$ cat config.mk
export PLATFORM = sky130hd
export DESIGN_NAME = stopwatch_lap_timer
export DESIGN_NICKNAME = d
export VERILOG_FILES = /design/src/rtl/stopwatch_lap_timer.sv
export SDC_FILE = /design/constraint.sdc
export NUM_CORES = 1
export LEC_CHECK = 0
export BUFFER_PORTS_ARGS = -buffer_cell sky130_fd_sc_hd__buf_4
export CAP_MARGIN = 0
export CORE_ASPECT_RATIO = 0.9
export CORE_UTILIZATION = 24
export CTS_CLUSTER_SIZE = 24
export DETAILED_ROUTE_END_ITERATION = 10
export SLEW_MARGIN = 20
export SYNTH_ARGS = -nofsm -noshare
export SYNTH_HDL_FRONTEND = slang
export SYNTH_SLANG_ARGS = --single-unit
$ cat constraint.sdc
create_clock -name clk_100Hz -period 9.8 [get_ports clk_100Hz]
set_input_delay 0.98 -clock clk_100Hz [delete_from_list [all_inputs] [get_ports clk_100Hz]]
set_output_delay 0.98 -clock clk_100Hz [all_outputs]
set_load 0.005 [all_outputs]
$ cat src/rtl/stopwatch_lap_timer.sv
// stopwatch_lap_timer
//   Stopwatch / countdown core running off the 100 Hz timebase. Keeps
//   hh:mm:ss:xx as four binary fields, counts up or down depending on
//   countdown_mode, raises a timed alarm when a countdown expires and
//   records up to 2**LAP_AW lap times that can be read back by index.
//
// Ports
//   clk_100Hz, rst                  100 Hz clock, async active-high reset
//   start, stop, lap, clear         one-cycle command pulses
//   hour_inc, min_inc, sec_inc      countdown preset adjust pulses
//   countdown_mode                  level: 1 = count down, 0 = count up
//   lap_sel                         lap read index
//   hours, minutes, seconds,
//   centisec                        current time fields
//   stopped, running                decoded state
//   alarm                           high for ALARM_TICKS cycles after expiry
//   wrap                            one-cycle pulse on count-up rollover
//   lap_count, lap_full             lap buffer occupancy
//   lap_rd_data                     {h,m,s,cs} of lap[lap_sel], registered
//
// state    | meaning
// ---------+-----------------------------------------------------------
// IDLE     | cleared / freshly loaded, waiting for start
// RUNNING  | counting once per clock
// STOPPED  | frozen, start resumes from the held value
// EXPIRED  | countdown reached zero, alarm window may be active

module stopwatch_lap_timer #(
  parameter int unsigned HOUR_MAX    = 99,
  parameter int unsigned PRESET_MIN  = 1,
  parameter int unsigned LAP_AW      = 3,
  parameter int unsigned ALARM_TICKS = 200
) (
  input  logic              clk_100Hz,
  input  logic              rst,
  input  logic              start,
  input  logic              stop,
  input  logic              lap,
  input  logic              clear,
  input  logic              min_inc,
  input  logic              hour_inc,
  input  logic              sec_inc,
  input  logic              countdown_mode,
  input  logic [LAP_AW-1:0] lap_sel,
  output logic [7:0]        hours,
  output logic [7:0]        minutes,
  output logic [7:0]        seconds,
  output logic [7:0]        centisec,
  output logic              stopped,
  output logic              running,
  output logic              alarm,
  output logic              wrap,
  output logic [LAP_AW:0]   lap_count,
  output logic              lap_full,
  output logic [31:0]       lap_rd_data
);

  localparam int unsigned    LAP_DEPTH    = 1 << LAP_AW;
  localparam logic [LAP_AW:0] LAP_DEPTH_C = (LAP_AW+1)'(LAP_DEPTH);
  localparam logic [7:0]     HOUR_MAX_C   = 8'(HOUR_MAX);
  localparam logic [7:0]     PRESET_C     = 8'(PRESET_MIN);
  localparam int             ACW          = (ALARM_TICKS > 1) ? $clog2(ALARM_TICKS) : 1;
  localparam logic [ACW-1:0] ALARM_RELOAD = ACW'(ALARM_TICKS - 1);

  typedef enum logic [1:0] {
    ST_IDLE,
    ST_RUNNING,
    ST_STOPPED,
    ST_EXPIRED
  } state_t;

  state_t           state_q, state_d;
  logic [7:0]       h_q, h_d, m_q, m_d, s_q, s_d, cs_q, cs_d;
  logic             mode_q, mode_d;
  logic             alarm_q, alarm_d;
  logic [ACW-1:0]   alarm_cnt_q, alarm_cnt_d;
  logic             wrap_q, wrap_d;
  logic [LAP_AW:0]  lap_count_q, lap_count_d;
  logic [31:0]      lap_rd_data_q, lap_rd_data_d;
  logic [31:0]      lap_mem_q [LAP_DEPTH];
  logic             lap_we;

  logic mode_rise, mode_fall, time_zero, time_one, start_ok, full_w;

  assign mode_rise = countdown_mode & ~mode_q;
  assign mode_fall = ~countdown_mode & mode_q;
  assign time_zero = (h_q == 8'd0) && (m_q == 8'd0) && (s_q == 8'd0) && (cs_q == 8'd0);
  assign time_one  = (h_q == 8'd0) && (m_q == 8'd0) && (s_q == 8'd0) && (cs_q == 8'd1);
  assign full_w    = (lap_count_q == LAP_DEPTH_C);
  // A countdown with nothing loaded would expire instantly, so start is
  // treated as absent in that case.
  assign start_ok  = start && (state_q == ST_IDLE || state_q == ST_STOPPED) &&
                     !(countdown_mode && time_zero);

  always_comb begin
    state_d       = state_q;
    h_d           = h_q;
    m_d           = m_q;
    s_d           = s_q;
    cs_d          = cs_q;
    mode_d        = countdown_mode;
    alarm_d       = alarm_q;
    alarm_cnt_d   = alarm_cnt_q;
    wrap_d        = 1'b0;
    lap_count_d   = lap_count_q;
    lap_we        = 1'b0;
    lap_rd_data_d = ({1'b0, lap_sel} < lap_count_q) ? lap_mem_q[lap_sel] : 32'd0;

    // Alarm window: down-counter, alarm drops at terminal count.
    if (alarm_q) begin
      if (alarm_cnt_q == '0) alarm_d = 1'b0;
      else                   alarm_cnt_d = alarm_cnt_q - 1'b1;
    end

    if (mode_rise || mode_fall) begin
      h_d     = 8'd0;
      m_d     = mode_rise ? PRESET_C : 8'd0;
      s_d     = 8'd0;
      cs_d    = 8'd0;
      state_d = ST_IDLE;
      alarm_d = 1'b0;
    end else if (clear && state_q != ST_RUNNING) begin
      h_d         = 8'd0;
      m_d         = countdown_mode ? PRESET_C : 8'd0;
      s_d         = 8'd0;
      cs_d        = 8'd0;
      lap_count_d = '0;
      state_d     = ST_IDLE;
      alarm_d     = 1'b0;
    end else if (stop && state_q == ST_RUNNING) begin
      state_d = ST_STOPPED;
    end else if (start && state_q == ST_EXPIRED) begin
      state_d = ST_IDLE;
      alarm_d = 1'b0;
    end else if (start_ok) begin
      state_d = ST_RUNNING;
    end else if (state_q == ST_RUNNING) begin
      // Lap captures the value on the outputs this cycle, before the tick.
      if (lap && !full_w) begin
        lap_we      = 1'b1;
        lap_count_d = lap_count_q + 1'b1;
      end
      if (countdown_mode) begin
        if (!time_zero) begin
          if (cs_q != 8'd0) begin
            cs_d = cs_q - 1'b1;
          end else begin
            cs_d = 8'd99;
            if (s_q != 8'd0) begin
              s_d = s_q - 1'b1;
            end else begin
              s_d = 8'd59;
              if (m_q != 8'd0) begin
                m_d = m_q - 1'b1;
              end else begin
                m_d = 8'd59;
                h_d = h_q - 1'b1;
              end
            end
          end
          if (time_one) begin
            state_d     = ST_EXPIRED;
            alarm_d     = 1'b1;
            alarm_cnt_d = ALARM_RELOAD;
          end
        end
      end else begin
        if (cs_q != 8'd99) begin
          cs_d = cs_q + 1'b1;
        end else begin
          cs_d = 8'd0;
          if (s_q != 8'd59) begin
            s_d = s_q + 1'b1;
          end else begin
            s_d = 8'd0;
            if (m_q != 8'd59) begin
              m_d = m_q + 1'b1;
            end else begin
              m_d = 8'd0;
              if (h_q >= HOUR_MAX_C) begin
                h_d    = 8'd0;
                wrap_d = 1'b1;
              end else begin
                h_d = h_q + 1'b1;
              end
            end
          end
        end
      end
    end else if (countdown_mode && (state_q == ST_IDLE || state_q == ST_STOPPED)) begin
      // Preset adjust: fields wrap independently, no carry.
      if (hour_inc) h_d = (h_q >= HOUR_MAX_C) ? 8'd0 : h_q + 1'b1;
      if (min_inc)  m_d = (m_q >= 8'd59) ? 8'd0 : m_q + 1'b1;
      if (sec_inc)  s_d = (s_q >= 8'd59) ? 8'd0 : s_q + 1'b1;
    end
  end

  always_ff @(posedge clk_100Hz or posedge rst) begin
    if (rst) begin
      state_q       <= ST_IDLE;
      h_q           <= 8'd0;
      m_q           <= 8'd0;
      s_q           <= 8'd0;
      cs_q          <= 8'd0;
      mode_q        <= 1'b0;
      alarm_q       <= 1'b0;
      alarm_cnt_q   <= '0;
      wrap_q        <= 1'b0;
      lap_count_q   <= '0;
      lap_rd_data_q <= 32'd0;
    end else begin
      state_q       <= state_d;
      h_q           <= h_d;
      m_q           <= m_d;
      s_q           <= s_d;
      cs_q          <= cs_d;
      mode_q        <= mode_d;
      alarm_q       <= alarm_d;
      alarm_cnt_q   <= alarm_cnt_d;
      wrap_q        <= wrap_d;
      lap_count_q   <= lap_count_d;
      lap_rd_data_q <= lap_rd_data_d;
    end
  end

  // Lap storage needs no reset: entries at or above lap_count read as zero.
  always_ff @(posedge clk_100Hz) begin
    if (lap_we) lap_mem_q[lap_count_q[LAP_AW-1:0]] <= {h_q, m_q, s_q, cs_q};
  end

  assign hours       = h_q;
  assign minutes     = m_q;
  assign seconds     = s_q;
  assign centisec    = cs_q;
  assign stopped     = (state_q == ST_STOPPED);
  assign running     = (state_q == ST_RUNNING);
  assign alarm       = alarm_q;
  assign wrap        = wrap_q;
  assign lap_count   = lap_count_q;
  assign lap_full    = full_w;
  assign lap_rd_data = lap_rd_data_q;

endmodule
==> run_results.csv <==
group,metric,value,unit
die,chipHeight,236.8,µm
pwr,power_density_relative_to_cell_area,193.4,nW/µm²
clocking,cts_buffers,30,
final_layout,area_of_the_multi_input_gates,4728,µm²
clocking,tritoncts,"done",
yosys,synth_flop_cell,"edfxtp_1",
job,max_cap_viol,0,
place,placement.io_buffers,85,
die,design.core.area,60200,µm²
setup_path,critPathLaunchType,"primary input",
yosys,postSynthRegisterBits,337,
die,effective_utilization_at_floorplan,24.43,%
yosys,synth_area_per_cell,15.46,µm²
final_layout,register_area,9714,µm²
sta,rsz0062_at_grt,"false",
route,detailedRoute.firstIterationViolations,790,
route,detail_route.drc_violations,0,
clocking,cts.hold.buffers_added,0,
setup_path,timing.critical_path.required,10080,ps
place,place_congestion,0.8060,
sta,final.period_utilization,35.66,%
route,dr.max_layer_used,"met4",
clocking,post_cts.resized_instances,0,
status,run_status,"complete, no violations",
yosys,post_synth_inst_count,951,
place,hpwl,22.94,mm
final_layout,area_growth_syn_to_layout,18.37,%
yosys,synth_area,14710,µm²
clocking,cts-htree-levels,1,
sta,finalCriticalPeriod,3495,ps
global_routing,antenna_found_initial,0,
route,m1WireLength,16.81,mm
clocking,max-clock-path-buffers,3,
final_layout,final_util,28.92,%
yosys,ys_top_cells_by_count,"edfxtp_1, dfrtp_1, nor2_1, nand2_1, mux4_2",
sta,slew_headroom,32.14,%
yosys,synth_edf_count,256,
worst_hold_path,hold_path.class,"primary input to asynchronous set/reset pin",
sta,hold_violations,0,
setup_path,kind_of_capture_point_of_the_worst_setup_path,"register",
die,placement_rows,85,
yosys,yosys-top-cells-area,"edfxtp_1, dfrtp_1, mux4_2, mux2i_1, nor2_1",
setup_path,reg2reg_from,"seconds[1]",
sta,drv_slew,0,
route,met2_wire_length,16.28,mm
setup_path,critical_path_class,"primary input to register",
global_routing,maximum_number_of_pins_on_one_net_before_global_route_repair,66,
clocking,clk_latency,590,ps
setup_path,worstRegToRegCells,7,
global_routing,globalRouteOverflowTotal,0,
yosys,yosysMostFrequentCell,"edfxtp_1",
global_routing,grt_pass1_wl,54.16,mm
sta,fin_setup_tns,0,ps
pwr,leakage,6.393,nW
clocking,clk_root_buffer_cell,"clkbuf_16",
yosys,ffs_w_async_s_r_synth,24.04,%
setup_path,r2r_slack,6450,ps
route,routed_wirelength,35.90,mm
route,via_per_inst,4.669,
die,i_o_pin_count,86,
pwr,power.ir.vdd_worst,0.1148,mV
route,via_count,8610,
setup_path,worst-endpoint-arrival,3780,ps
die,floorplan.die_area,62270,µm²
die,die-width,262.9,µm
route,route.detailed.wl_per_inst,19.47,µm
clocking,postCtsSetupRepairBufs,0,
sta,setup_viol,0,
clocking,cts_sinks,337,
sta,max_fclk,0.2861,GHz
setup_path,crit_fanout,26,
route,wl_met3,2.257,mm
clocking,clk_pin_slew,70,ps
final_layout,final.fill_count,5995,
yosys,synth_sequential_area_ratio,66.05,%
yosys,ys_types,82,
sta,skew,25.55,ps
final_layout,final_layout_size_suffix_gt1_share,24.17,%
yosys,synth_area_leader_cell,"edfxtp_1",
yosys,mappedNetlistNets,983,
route,final_antenna_net_count,0,
route,drtPass1Iterations,5,
yosys,netlist.area_leader.share,52.27,%
final_layout,finalNetCount,1068,
setup_path,regToRegEndpoint,"hours[2]",
global_routing,first_global_vias,8466,
sta,slew_at_the_pin_closest_to_its_max_slew_limit,1018,ps
global_routing,grt_usage,11.38,%
yosys,synth.yosys.warnings,0,
## how the worst max path moves through the flow
| stage | endpoint | startpoint | slack [ps] |
|---|---|---|---|
| CTS | lap_count[3] | countdown_mode | 6180 |
| finish | lap_mem_q[3][27] | countdown_mode | 6310 |
| floorplan | lap_mem_q[0][0] | countdown_mode | 4670 |
| global placement | lap_count[3] | countdown_mode | 5610 |
| global route | lap_mem_q[3][27] | countdown_mode | 6120 |
| detailed placement | lap_count[3] | countdown_mode | 5560 |
## per-stage QoR
step / setup slack [ps] / instances / total power, mW / hold WS (ps) / cell area, µm²
global placement: 5613 / 1781 / 2.178 / 523.5 / 16250
floorplan: 4674 / 951 / 1.998 / 499.8 / 14710
global route: 6119 / 1842 / 3.509 / 431.7 / 17400
detailed placement: 5559 / 1781 / 2.184 / 522.2 / 16250
finish: 6305 / 1844 / 3.367 / 419.3 / 17410
CTS: 6181 / 1836 / 3.396 / 413.5 / 17260
## where the power goes
group	leakage, nW	total [mW]	internal (mW)	switching (mW)
clock	0.480	1.21	0.681	0.533
sequential	3.55	1.69	1.60	0.0965
combinational	2.36	0.461	0.190	0.272
total	6.39	3.37	2.47	0.901
## flip-flops by register name, indices dropped and copies added, names as in the netlist
| signal | flops |
|---|---|
| centisec | 8 |
| lap_mem_q | 256 |
| hours | 8 |
| minutes | 8 |
| lap_rd_data | 32 |
| alarm | 1 |
| mode_q | 1 |
| seconds | 8 |
| state_q | 2 |
| lap_count | 4 |
| alarm_cnt_q | 8 |
| wrap | 1 |
## layer usage
metal	vias up	global-route usage, %
li1	3877	-
met1	4406	17.03
met2	287	17.32
met3	40	2.007
met4	0	1.914
met5	-	0
## critical path: stages
cell and delay [ps]:
buf_4 200, ha_1 590, nor4bb_1 360, buf_4 220, and3_1 230, nand2_1 230, nor2_4 680, buf_8 240
## kinds of logic after synthesis
kind of cell | count (synthesis) | synth area share (%)
XOR/XNOR | 20 | 1.191
AND/OR/NAND/NOR | 253 | 9.095
flip-flops | 337 | 66.05
AO/OA/AOI/OAI | 130 | 6.075
adder cells (fa/ha/maj) | 19 | 1.616
buffers and inverters | 75 | 2.186
multiplexers | 117 | 13.78
## final cells by class
cell class | count | share of cell area (%)
antenna | 2 | 0.02875
multi-input combinational | 539 | 27.16
tap | 783 | 5.628
timing repair buffer | 103 | 5.017
inverter | 25 | 0.5534
clock buffer | 38 | 4.543
sequential | 337 | 55.80
clock inverter | 17 | 1.265
## cell usage in the layout, fill, tap and decap left out, types with 11 or more instances in the layout
cell       instances
edfxtp_1         256
buf_4             97
dfrtp_1           81
nor2_1            71
nand2_1           66
mux4_2            64
mux2i_1           39
o21ai_0           30
clkbuf_16         30
a21oi_1           27
inv_1             23
nand3_1           23
ha_1              19
nor3_1            14
a31oi_1           11
(Power assumes the default switching activity.)
